===== config.mk =====
export PLATFORM = sky130hd
export DESIGN_NAME = seq_divider_flat
export DESIGN_NICKNAME = d
export VERILOG_FILES = /design/src/rtl/divider_pkg.sv /design/src/rtl/seq_divider_if.sv /design/src/rtl/prefix_sub.sv /design/src/rtl/seq_divider.sv /design/src/flat_wrapper.sv
export SDC_FILE = /design/constraint.sdc
export NUM_CORES = 1
export LEC_CHECK = 0
export CAP_MARGIN = 20
export CORE_MARGIN = 3
export CORE_UTILIZATION = 55
export CTS_CLUSTER_DIAMETER = 30
export DETAILED_ROUTE_END_ITERATION = 7
export PLACE_DENSITY_LB_ADDON = 0.05
export SKIP_CTS_REPAIR_TIMING = 1
export SLEW_MARGIN = 0
export SYNTH_ARGS = -nofsm -noshare
export SYNTH_HDL_FRONTEND = slang
export SYNTH_SLANG_ARGS = --single-unit

===== constraint.sdc =====
create_clock -name clk -period 2.8 [get_ports clk]
set_input_delay 0.28 -clock clk [delete_from_list [all_inputs] [get_ports clk]]
set_output_delay 0.28 -clock clk [all_outputs]
set_load 0.02 [all_outputs]

===== src/rtl/divider_pkg.sv =====
// Shared definitions for the sequential restoring divider: state encoding,
// default operand widths and the iteration-counter width helper.
package divider_pkg;

    localparam int DEF_N = 8;
    localparam int DEF_M = 4;

    typedef enum logic [1:0] {
        IDLE = 2'd0,
        BUSY = 2'd1,
        DONE = 2'd2
    } state_e;

    // Counter must be able to hold N itself, hence N+1 distinct values.
    function automatic int cnt_width(input int n);
        return $clog2(n + 1);
    endfunction

endpackage


===== src/rtl/seq_divider_if.sv =====
// Operand/result handshake bundle between a producer/consumer (master)
// and the divider (slave).
interface seq_divider_if
    import divider_pkg::*;
#(
    parameter int N = DEF_N,
    parameter int M = DEF_M
) ();

    logic         in_valid;
    logic         in_ready;
    logic [N-1:0] x;
    logic [M-1:0] y;
    logic         out_valid;
    logic         out_ready;
    logic [N-1:0] q;
    logic [M-1:0] r;
    logic         div_zero;

    modport master (
        output in_valid, x, y, out_ready,
        input  in_ready, out_valid, q, r, div_zero
    );

    modport slave (
        input  in_valid, x, y, out_ready,
        output in_ready, out_valid, q, r, div_zero
    );

endinterface


===== src/rtl/prefix_sub.sv =====
// W-bit subtractor a - b = a + ~b + 1 built on a Kogge-Stone prefix carry
// network; the carry-in is folded into bit 0 so resolved spans need grey cells only.
module prefix_sub #(
    parameter int W = 5
) (
    input  logic [W-1:0] a,
    input  logic [W-1:0] b,
    output logic [W-1:0] diff,
    output logic         no_borrow
);

    localparam int L = (W > 1) ? $clog2(W) : 1;

    function automatic logic [1:0] black_cell(input logic g_hi, input logic p_hi,
                                              input logic g_lo, input logic p_lo);
        return {g_hi | (p_hi & g_lo), p_hi & p_lo};
    endfunction

    function automatic logic grey_cell(input logic g_hi, input logic p_hi, input logic g_lo);
        return g_hi | (p_hi & g_lo);
    endfunction

    logic [W-1:0] nb_s;
    logic [W-1:0] g0_s;
    logic [W-1:0] p0_s;
    logic [W-1:0] carry_s;
    logic [W-1:0] g_lvl_s [0:L];
    logic [W-1:0] p_lvl_s [0:L];

    // Prefix tree: level k combines each span with the one 2^k bits below it.
    always_comb begin
        nb_s = ~b;
        p0_s = a ^ nb_s;
        g0_s = a & nb_s;
        for (int k = 0; k <= L; k++) begin
            g_lvl_s[k] = '0;
            p_lvl_s[k] = '0;
        end
        g_lvl_s[0]    = g0_s;
        g_lvl_s[0][0] = g0_s[0] | p0_s[0];
        p_lvl_s[0]    = p0_s;
        for (int k = 0; k < L; k++) begin
            for (int i = 0; i < W; i++) begin
                if (i >= (1 << k)) begin
                    if (i < (2 << k)) begin
                        g_lvl_s[k+1][i] = grey_cell(g_lvl_s[k][i], p_lvl_s[k][i],
                                                    g_lvl_s[k][i-(1<<k)]);
                        p_lvl_s[k+1][i] = 1'b0;
                    end else begin
                        {g_lvl_s[k+1][i], p_lvl_s[k+1][i]} =
                            black_cell(g_lvl_s[k][i], p_lvl_s[k][i],
                                       g_lvl_s[k][i-(1<<k)], p_lvl_s[k][i-(1<<k)]);
                    end
                end else begin
                    g_lvl_s[k+1][i] = g_lvl_s[k][i];
                    p_lvl_s[k+1][i] = p_lvl_s[k][i];
                end
            end
        end
        carry_s   = g_lvl_s[L];
        diff      = p0_s ^ {carry_s[W-2:0], 1'b1};
        no_borrow = carry_s[W-1];
    end

endmodule


===== src/rtl/seq_divider.sv =====
// Sequential restoring divider: one quotient bit per cycle, MSB first, with a
// valid/ready handshake on both operands and result; divide-by-zero short-cuts to DONE.
module seq_divider
    import divider_pkg::*;
#(
    parameter int N = DEF_N,
    parameter int M = DEF_M
) (
    input  logic         clk,
    input  logic         rst_n,
    seq_divider_if.slave bus
);

    localparam int             CW        = cnt_width(N);
    localparam logic [CW-1:0]  LAST_ITER = CW'(N - 1);

    state_e        state_q;
    logic [N-1:0]  dvd_q;
    logic [M-1:0]  rem_q;
    logic [M-1:0]  dvs_q;
    logic [CW-1:0] cnt_q;
    logic          in_ready_q;
    logic          out_valid_q;
    logic          div_zero_q;
    logic [N-1:0]  q_q;
    logic [M-1:0]  r_q;

    logic [M:0]    partial_s;
    logic [M:0]    trial_s;
    logic          no_borrow_s;
    logic [M-1:0]  rem_d;
    logic [N-1:0]  dvd_d;
    logic          unused_s;

    // Dividend register doubles as quotient register: bits shift out the top, quotient bits enter below.
    assign partial_s = {rem_q, dvd_q[N-1]};
    assign unused_s  = trial_s[M];

    prefix_sub #(.W(M + 1)) u_sub (
        .a         (partial_s),
        .b         ({1'b0, dvs_q}),
        .diff      (trial_s),
        .no_borrow (no_borrow_s)
    );

    // Restoring step: keep the trial remainder only when it did not borrow.
    always_comb begin
        dvd_d = {dvd_q[N-2:0], no_borrow_s};
        if (no_borrow_s) begin
            rem_d = trial_s[M-1:0];
        end else begin
            rem_d = partial_s[M-1:0];
        end
    end

    // Control FSM, iteration datapath and registered handshake/result outputs.
    always_ff @(posedge clk or negedge rst_n) begin
        if (!rst_n) begin
            state_q     <= IDLE;
            dvd_q       <= '0;
            rem_q       <= '0;
            dvs_q       <= '0;
            cnt_q       <= '0;
            in_ready_q  <= 1'b1;
            out_valid_q <= 1'b0;
            div_zero_q  <= 1'b0;
            q_q         <= '0;
            r_q         <= '0;
        end else begin
            case (state_q)
                IDLE: begin
                    if (bus.in_valid) begin
                        in_ready_q <= 1'b0;
                        dvd_q      <= bus.x;
                        dvs_q      <= bus.y;
                        rem_q      <= '0;
                        cnt_q      <= '0;
                        if (bus.y == '0) begin
                            state_q     <= DONE;
                            out_valid_q <= 1'b1;
                            div_zero_q  <= 1'b1;
                            q_q         <= '1;
                            r_q         <= bus.x[M-1:0];
                        end else begin
                            state_q <= BUSY;
                        end
                    end
                end
                BUSY: begin
                    dvd_q <= dvd_d;
                    rem_q <= rem_d;
                    cnt_q <= cnt_q + CW'(1);
                    if (cnt_q == LAST_ITER) begin
                        state_q     <= DONE;
                        out_valid_q <= 1'b1;
                        div_zero_q  <= 1'b0;
                        q_q         <= dvd_d;
                        r_q         <= rem_d;
                    end
                end
                DONE: begin
                    if (bus.out_ready) begin
                        state_q     <= IDLE;
                        out_valid_q <= 1'b0;
                        in_ready_q  <= 1'b1;
                    end
                end
                default: begin
                    state_q     <= IDLE;
                    out_valid_q <= 1'b0;
                    in_ready_q  <= 1'b1;
                end
            endcase
        end
    end

    assign bus.in_ready  = in_ready_q;
    assign bus.out_valid = out_valid_q;
    assign bus.q         = q_q;
    assign bus.r         = r_q;
    assign bus.div_zero  = div_zero_q;

endmodule


===== src/flat_wrapper.sv =====
// flat-port wrapper written by rule: the top's interface ports become plain ports
module seq_divider_flat import divider_pkg::*;
#(
    parameter int N = DEF_N,
    parameter int M = DEF_M
)
  (clk, rst_n, bus_in_valid, bus_x, bus_y, bus_out_ready, bus_in_ready, bus_out_valid, bus_q, bus_r, bus_div_zero);
  seq_divider_if #(.N(N), .M(M)) bus_i ();
  input  logic clk;
  input  logic rst_n;
  input wire logic [$bits(bus_i.in_valid)-1:0] bus_in_valid;
  input wire logic [$bits(bus_i.x)-1:0] bus_x;
  input wire logic [$bits(bus_i.y)-1:0] bus_y;
  input wire logic [$bits(bus_i.out_ready)-1:0] bus_out_ready;
  output wire logic [$bits(bus_i.in_ready)-1:0] bus_in_ready;
  output wire logic [$bits(bus_i.out_valid)-1:0] bus_out_valid;
  output wire logic [$bits(bus_i.q)-1:0] bus_q;
  output wire logic [$bits(bus_i.r)-1:0] bus_r;
  output wire logic [$bits(bus_i.div_zero)-1:0] bus_div_zero;
  assign bus_i.in_valid = bus_in_valid;
  assign bus_i.x = bus_x;
  assign bus_i.y = bus_y;
  assign bus_i.out_ready = bus_out_ready;
  assign bus_in_ready = bus_i.in_ready;
  assign bus_out_valid = bus_i.out_valid;
  assign bus_q = bus_i.q;
  assign bus_r = bus_i.r;
  assign bus_div_zero = bus_i.div_zero;
  seq_divider #(.N(N), .M(M)) u_core (.clk(clk), .rst_n(rst_n), .bus(bus_i));
endmodule

==> results of run 1 <==
[report_power, final]
part | switching [mW] | total (mW) | internal (mW)
sequential | 0.190 | 0.987 | 0.797
combinational | 0.725 | 1.35 | 0.625
clock | 0.174 | 0.269 | 0.0957
[final cells by class]
type | instances | area [µm²]
Clock buffer | 6 | 41.3
Inverter | 7 | 26.3
Tap cell | 44 | 55.1
Fill cell | 258 | 916
Clock inverter | 2 | 10.0
Timing Repair Buffer | 33 | 323
Sequential cell | 37 | 927
Multi-Input combinational cell | 116 | 779
[state kept, by name, summed over array words and instances, names as in the netlist]
name / count
u_core.bus.in_ready: 1
u_core.rem_q: 4
u_core.cnt_q: 4
u_core.state_q: 2
u_core.bus.out_valid: 1
u_core.bus.r: 4
u_core.bus.div_zero: 1
u_core.dvs_q: 4
u_core.dvd_q: 8
u_core.bus.q: 8
[routing by layer]
metal  wire length [µm]  GRT usage, %  share of wire (%)
met1               1680          28.9                 46
met2               1670          33.2                 46
met3                231          6.29                6.4
met4                 57          7.44                1.6
met5                  0             0                  0
[path summary, 6_finish.rpt]
kind                       depth (start not counted)                   startpoint                              end
setup reg to reg                                   7  u_core.dvs_q[1]$_DFFE_PN0P_      u_core.bus.r[1]$_DFFE_PN0P_
setup / recovery                                   7  u_core.dvs_q[1]$_DFFE_PN0P_      u_core.bus.r[1]$_DFFE_PN0P_
max in group asynchronous                          2                        rst_n  u_core.bus.in_ready$_DFFE_PN1P_
min in group clk                                   2  u_core.dvd_q[7]$_DFFE_PN0P_      u_core.dvd_q[7]$_DFFE_PN0P_
hold reg to reg                                    2  u_core.dvd_q[7]$_DFFE_PN0P_      u_core.dvd_q[7]$_DFFE_PN0P_
hold / removal                                     2                        rst_n      u_core.dvs_q[0]$_DFFE_PN0P_
[cell families (layout without fill, tap and decap cells)]
family	Yosys count	count (layout)	synth area share, %
AND/OR/NAND/NOR	59	59	16.3
AO/OA/AOI/OAI	39	39	16.2
flip-flops	37	37	52.1
buffers and inverters	14	48	4.08
multiplexers	9	9	5.20
adder cells (fa/ha/maj)	6	6	4.64
XOR/XNOR	3	3	1.48
[cells in the final DEF (no fill, tap or decap), types with 2 or more instances in the layout]
cell / n
dfrtp_1: 36
clkdlybuf4s50_1: 30
nand2_1: 28
o21ai_0: 13
nor2_1: 9
o22a_1: 8
inv_1: 7
mux2i_1: 7
ha_1: 5
clkbuf_4: 5
a21oi_1: 4
nand3_1: 4
nand2b_1: 3
nor3_1: 3
nor2_2: 3
xor2_1: 3
buf_4: 3
nor4b_1: 2
o21a_1: 2
o22ai_1: 2
mux2_2: 2
a31oi_2: 2
clkinv_2: 2
[stage by stage]
step	setup WS (ps)	hold WS, ps	instance area (µm²)
after CTS	831	356	2160
after global routing	665	385	2160
final	822	343	2160
after floorplan	958	-15.6	1780
after detailed placement	806	472	2110
after global placement	837	469	2110
[critical path, cell delays in order (launching register included)]
cell and delay, ps:
dfrtp_1 380, inv_1 110, ha_1 240, nor2b_1 140
o31a_1 280, nor3_1 210, mux2_2 390, a31oi_2 160
==> qor.csv, run 1 <==
stage,metric,value,unit
status,status,finished clean,
layout,nNetsFinal,222,
synthesis,yosys-top-cells-area,"dfrtp_1 (51%), nand2_1 (5.9%), mux2i_1 (3.9%), o22a_1 (3.9%), o21ai_0 (3.7%)",
layout,final_cell_count_no_fill,245,
synthesis,synthCells,167,
placed_design,place.gp.congestion,0.794,
synthesis,syn_area_per_cell,10.7,µm²
clock_tree,cts_root_buffer,clkbuf_4,
layout,final_core_util,70.2,%
clock_tree,clock_latency,340,ps
synthesis,synth_top_area_share,50.6,%
sta,fin_crit,1980,ps
sta,fin_crit_sh,70.6,%
drt,detail-route-antenna-nets,0,
synthesis,syn-cell-area,1780,µm²
synthesis,synthDistinctLibCells,39,
floorplan,die_x,62.9,µm
sta,slew_headroom,64.0,%
sta,slew_violations,0,
job,cap_violations,0,
drt,drt-pass1-iter-count,4,
synthesis,ys_top_cells_by_count,"dfrtp_1 (36), nand2_1 (28), o21ai_0 (13)",
synthesis,synth_edf_count,0,
critical_path,required,3070,ps
drt,post-route-drc-count,0,
placed_design,place_hpwl,2600,µm
synthesis,ys_ff_latch,37,
layout,diodes,0,
critical_path,cp-end-kind,register,
global_routing,antenna_found_initial,0,
synthesis,synth_seq_area_share,52.1,%
floorplan,io-pin-count,31,
sta,setup_tns,0,ps
floorplan,die_h,62.9,µm
sta,grt_setup_unrepaired,no,
drt,vias,1373,
global_routing,grt_overflow,0,
drt,wl,3640,µm
min_path,hold_path_class,primary input to asynchronous set/reset pin,
sta,worstMarginPinSlew,539,ps
placed_design,port_buffers,30,
floorplan,start_util,57.8,%
drt,drt_iter0_drc,69,
sta,setup_viol,0,
sta,clock.fmax,0.506,GHz
synthesis,yosys_warnings,0,
critical_path,cp.arrival,2250,ps
sta,hold_viol,0,
drt,wl_per_cell,14.8,µm
power,finalPower,2.61,mW
synthesis,synth_top_area_cell,dfrtp_1,
power,power_leakage,0.911,nW
clock_tree,cts_tree,yes,
floorplan,rows,20,
synthesis,synth.net_count,189,
critical_path,criticalPathCategory,register to register,
clock_tree,cts_buffers,5,
clock_tree,htree_levels,2,
placed_design,place_inst,237,
synthesis,async_reset_ff_share,100,%
floorplan,die_area,3950,µm²
clock_tree,cts.sinks,37,
floorplan,coreArea,3080,µm²
critical_path,timing.critical_path.from_type,register,
critical_path,r2r_setup_slack,820,ps
global_routing,grt_max_degree,38,
global_routing,grt_usage,21.5,%
drt,vias_per_cell,5.60,
global_routing,grt_pass1_vias,1397,
layout,syn2layout_area_growth,21.5,%
clock_tree,clk_pin_slew,110,ps
power,ir_drop,0.597,mV
layout,drive_gt1_share,11.4,%
power,p_per_area,1210,nW/µm²
synthesis,synth.most_common_cell,dfrtp_1,
clock_tree,ctsLongestPathBuffers,2,
synthesis,synthFlopType,dfrtp_1,
sta,finClkSkew,6.44,ps
global_routing,grt_pass1_wl,6660,µm
critical_path,crit_fanout,4,
No activity file was read; power rests on OpenSTA's default activity.
==> run 2, diff against run 1 <==
CORE_UTILIZATION = 52   (was 55)
clock period = 1.9 ns   (was 2.8 ns; I/O delays follow)
==> qor.csv, run 2 (synthesis gave the netlist of run 1 again) <==
stage,metric,value,unit,change
status,status,finished clean,,unchanged
sta,fin_crit_sh,100,%,was 70.6%
layout,fin_area,2290,µm²,was 2160 µm²
power,ir_drop,0.890,mV,was 0.597 mV
layout,diodes,0,,unchanged
placed_design,place.gp.congestion,0.890,,was 0.794
clock_tree,cts_root_buffer,clkbuf_4,,unchanged
drt,vias_per_cell,5.56,,was 5.60
global_routing,grt_max_degree,38,,unchanged
layout,final_core_util,72.6,%,was 70.2%
clock_tree,ctsLongestPathBuffers,2,,unchanged
clock_tree,clock_latency,350,ps,was 340 ps
critical_path,criticalPathCategory,register to register,,unchanged
clock_tree,cts_tree,yes,,unchanged
power,p_per_area,1830,nW/µm²,was 1210 nW/µm²
critical_path,cp-end-kind,register,,unchanged
layout,drive_gt1_share,18.6,%,was 11.4%
global_routing,grt_pass1_wl,7090,µm,was 6660 µm
floorplan,die_x,64.5,µm,was 62.9 µm
floorplan,die_h,64.5,µm,was 62.9 µm
layout,syn2layout_area_growth,28.7,%,was 21.5%
sta,hold_viol,0,,unchanged
sta,worstMarginPinSlew,460,ps,was 539 ps
sta,slew_violations,0,,unchanged
global_routing,grt_overflow,0,,unchanged
critical_path,timing.critical_path.from_type,register,,unchanged
drt,drt-pass1-iter-count,4,,unchanged
sta,clock.fmax,0.526,GHz,was 0.506 GHz
global_routing,antenna_found_initial,0,,unchanged
sta,finClkSkew,12.8,ps,was 6.44 ps
global_routing,grt_pass1_vias,1501,,was 1397
power,finalPower,4.18,mW,was 2.61 mW
drt,vias,1412,,was 1373
placed_design,place_hpwl,2920,µm,was 2600 µm
layout,layout_commonest_cell,dfrtp_1,,unchanged
sta,grt_setup_unrepaired,yes,,was no
floorplan,coreArea,3150,µm²,was 3080 µm²
drt,drt_iter0_drc,129,,was 69
floorplan,rows,20,,unchanged
floorplan,start_util,56.4,%,was 57.8%
min_path,hold_path_class,primary input to asynchronous set/reset pin,,unchanged
critical_path,rr_worst_depth,7,,unchanged
drt,post-route-drc-count,0,,unchanged
sta,fin_crit,1900,ps,was 1980 ps
job,cap_violations,0,,unchanged
drt,wl,4000,µm,was 3640 µm
drt,detail-route-antenna-nets,0,,unchanged
floorplan,io-pin-count,31,,unchanged
placed_design,port_buffers,30,,unchanged
critical_path,r2r_end,u_core.bus.r[1]$_DFFE_PN0P_,,unchanged
drt,wl_per_cell,15.7,µm,was 14.8 µm
critical_path,r2r_setup_slack,0.2,ps,was 820 ps
clock_tree,htree_levels,2,,unchanged
clock_tree,clk_pin_slew,110,ps,about the same
critical_path,required,2180,ps,was 3070 ps
floorplan,die_area,4160,µm²,was 3950 µm²
global_routing,grt_usage,22.0,%,was 21.5%
layout,nNetsFinal,231,,was 222
sta,setup_viol,0,,unchanged
clock_tree,cts.sinks,37,,unchanged
layout,layout_common_cells,"dfrtp_1 (36), clkdlybuf4s50_1 (30), nand2_1 (28)",,unchanged
placed_design,placed_area,2170,µm²,was 2110 µm²
critical_path,crit_fanout,4,,unchanged
power,power_leakage,0.966,nW,was 0.911 nW
sta,slew_headroom,69.3,%,was 64.0%
clock_tree,cts_buffers,5,,unchanged
critical_path,crit-reg2reg-launch,u_core.dvs_q[1]$_DFFE_PN0P_,,unchanged
critical_path,cp.arrival,2180,ps,was 2250 ps
==> run 2: cell count changes in the layout (fill, tap and decap cells not counted), sizes merged <==
cell,before,now
buf,3,12
clkbuf,6,8
clkinv,2,0
==> run 2: worst max path at each step <==
stage / from / end / depth (start not counted)
global placement: u_core.dvs_q[1]$_DFFE_PN0P_ / u_core.bus.r[1]$_DFFE_PN0P_ / 7
floorplan: u_core.dvs_q[1]$_DFFE_PN0P_ / u_core.bus.r[1]$_DFFE_PN0P_ / 7
detailed placement: bus_y[1] / u_core.bus.r[1]$_DFFE_PN0P_ / 7
global route: u_core.dvs_q[1]$_DFFE_PN0P_ / u_core.bus.r[1]$_DFFE_PN0P_ / 7
CTS: u_core.dvs_q[1]$_DFFE_PN0P_ / u_core.bus.r[1]$_DFFE_PN0P_ / 7
finish: u_core.dvs_q[1]$_DFFE_PN0P_ / u_core.bus.r[1]$_DFFE_PN0P_ / 7
==> run 2: metal layers <==
| layer | global-route usage [%] | part of all wire (%) | vias to the layer above |
|---|---|---|---|
| met3 | 6.59 | 6.2 | 9 |
| li1 | - | - | 668 |
| met2 | 37.0 | 50 | 48 |
| met5 | 0 | 0 | - |
| met1 | 26.9 | 42 | 687 |
| met4 | 7.39 | 2.0 | 0 |
==> run 2: final cells by class <==
class,count,area [µm²]
clock buffer,8,48.8
multi-input combinational,116,842
sequential,37,927
timing repair buffer,42,390
fill,247,863
inverter,7,26.3
tap,44,55.1
==> run 2: per-stage QoR <==
stage,TNS (ps),hold WS (ps),instances,setup slack (ps)
after global routing,-258,271,254,-96.3
after floorplan,0,-106,167,58.4
after CTS,-19.0,245,253,-19.0
final,0,238,254,0.164
after detailed placement,-2.15,480,245,-2.15
after global placement,0,473,245,36.6
==> run 2: worst max-delay path: stages (launching register included) <==
cell and delay (ps):
dfrtp_1 390, inv_2 80, ha_4 200, nor2b_4 120, o31a_1 350, nor3_2 250, mux2_4 350, a31oi_4 120
==> run 2: power breakdown <==
part | internal [mW] | switching, mW
sequential | 1.17 | 0.281
combinational | 1.10 | 1.22
clock | 0.147 | 0.254
total | 2.42 | 1.75
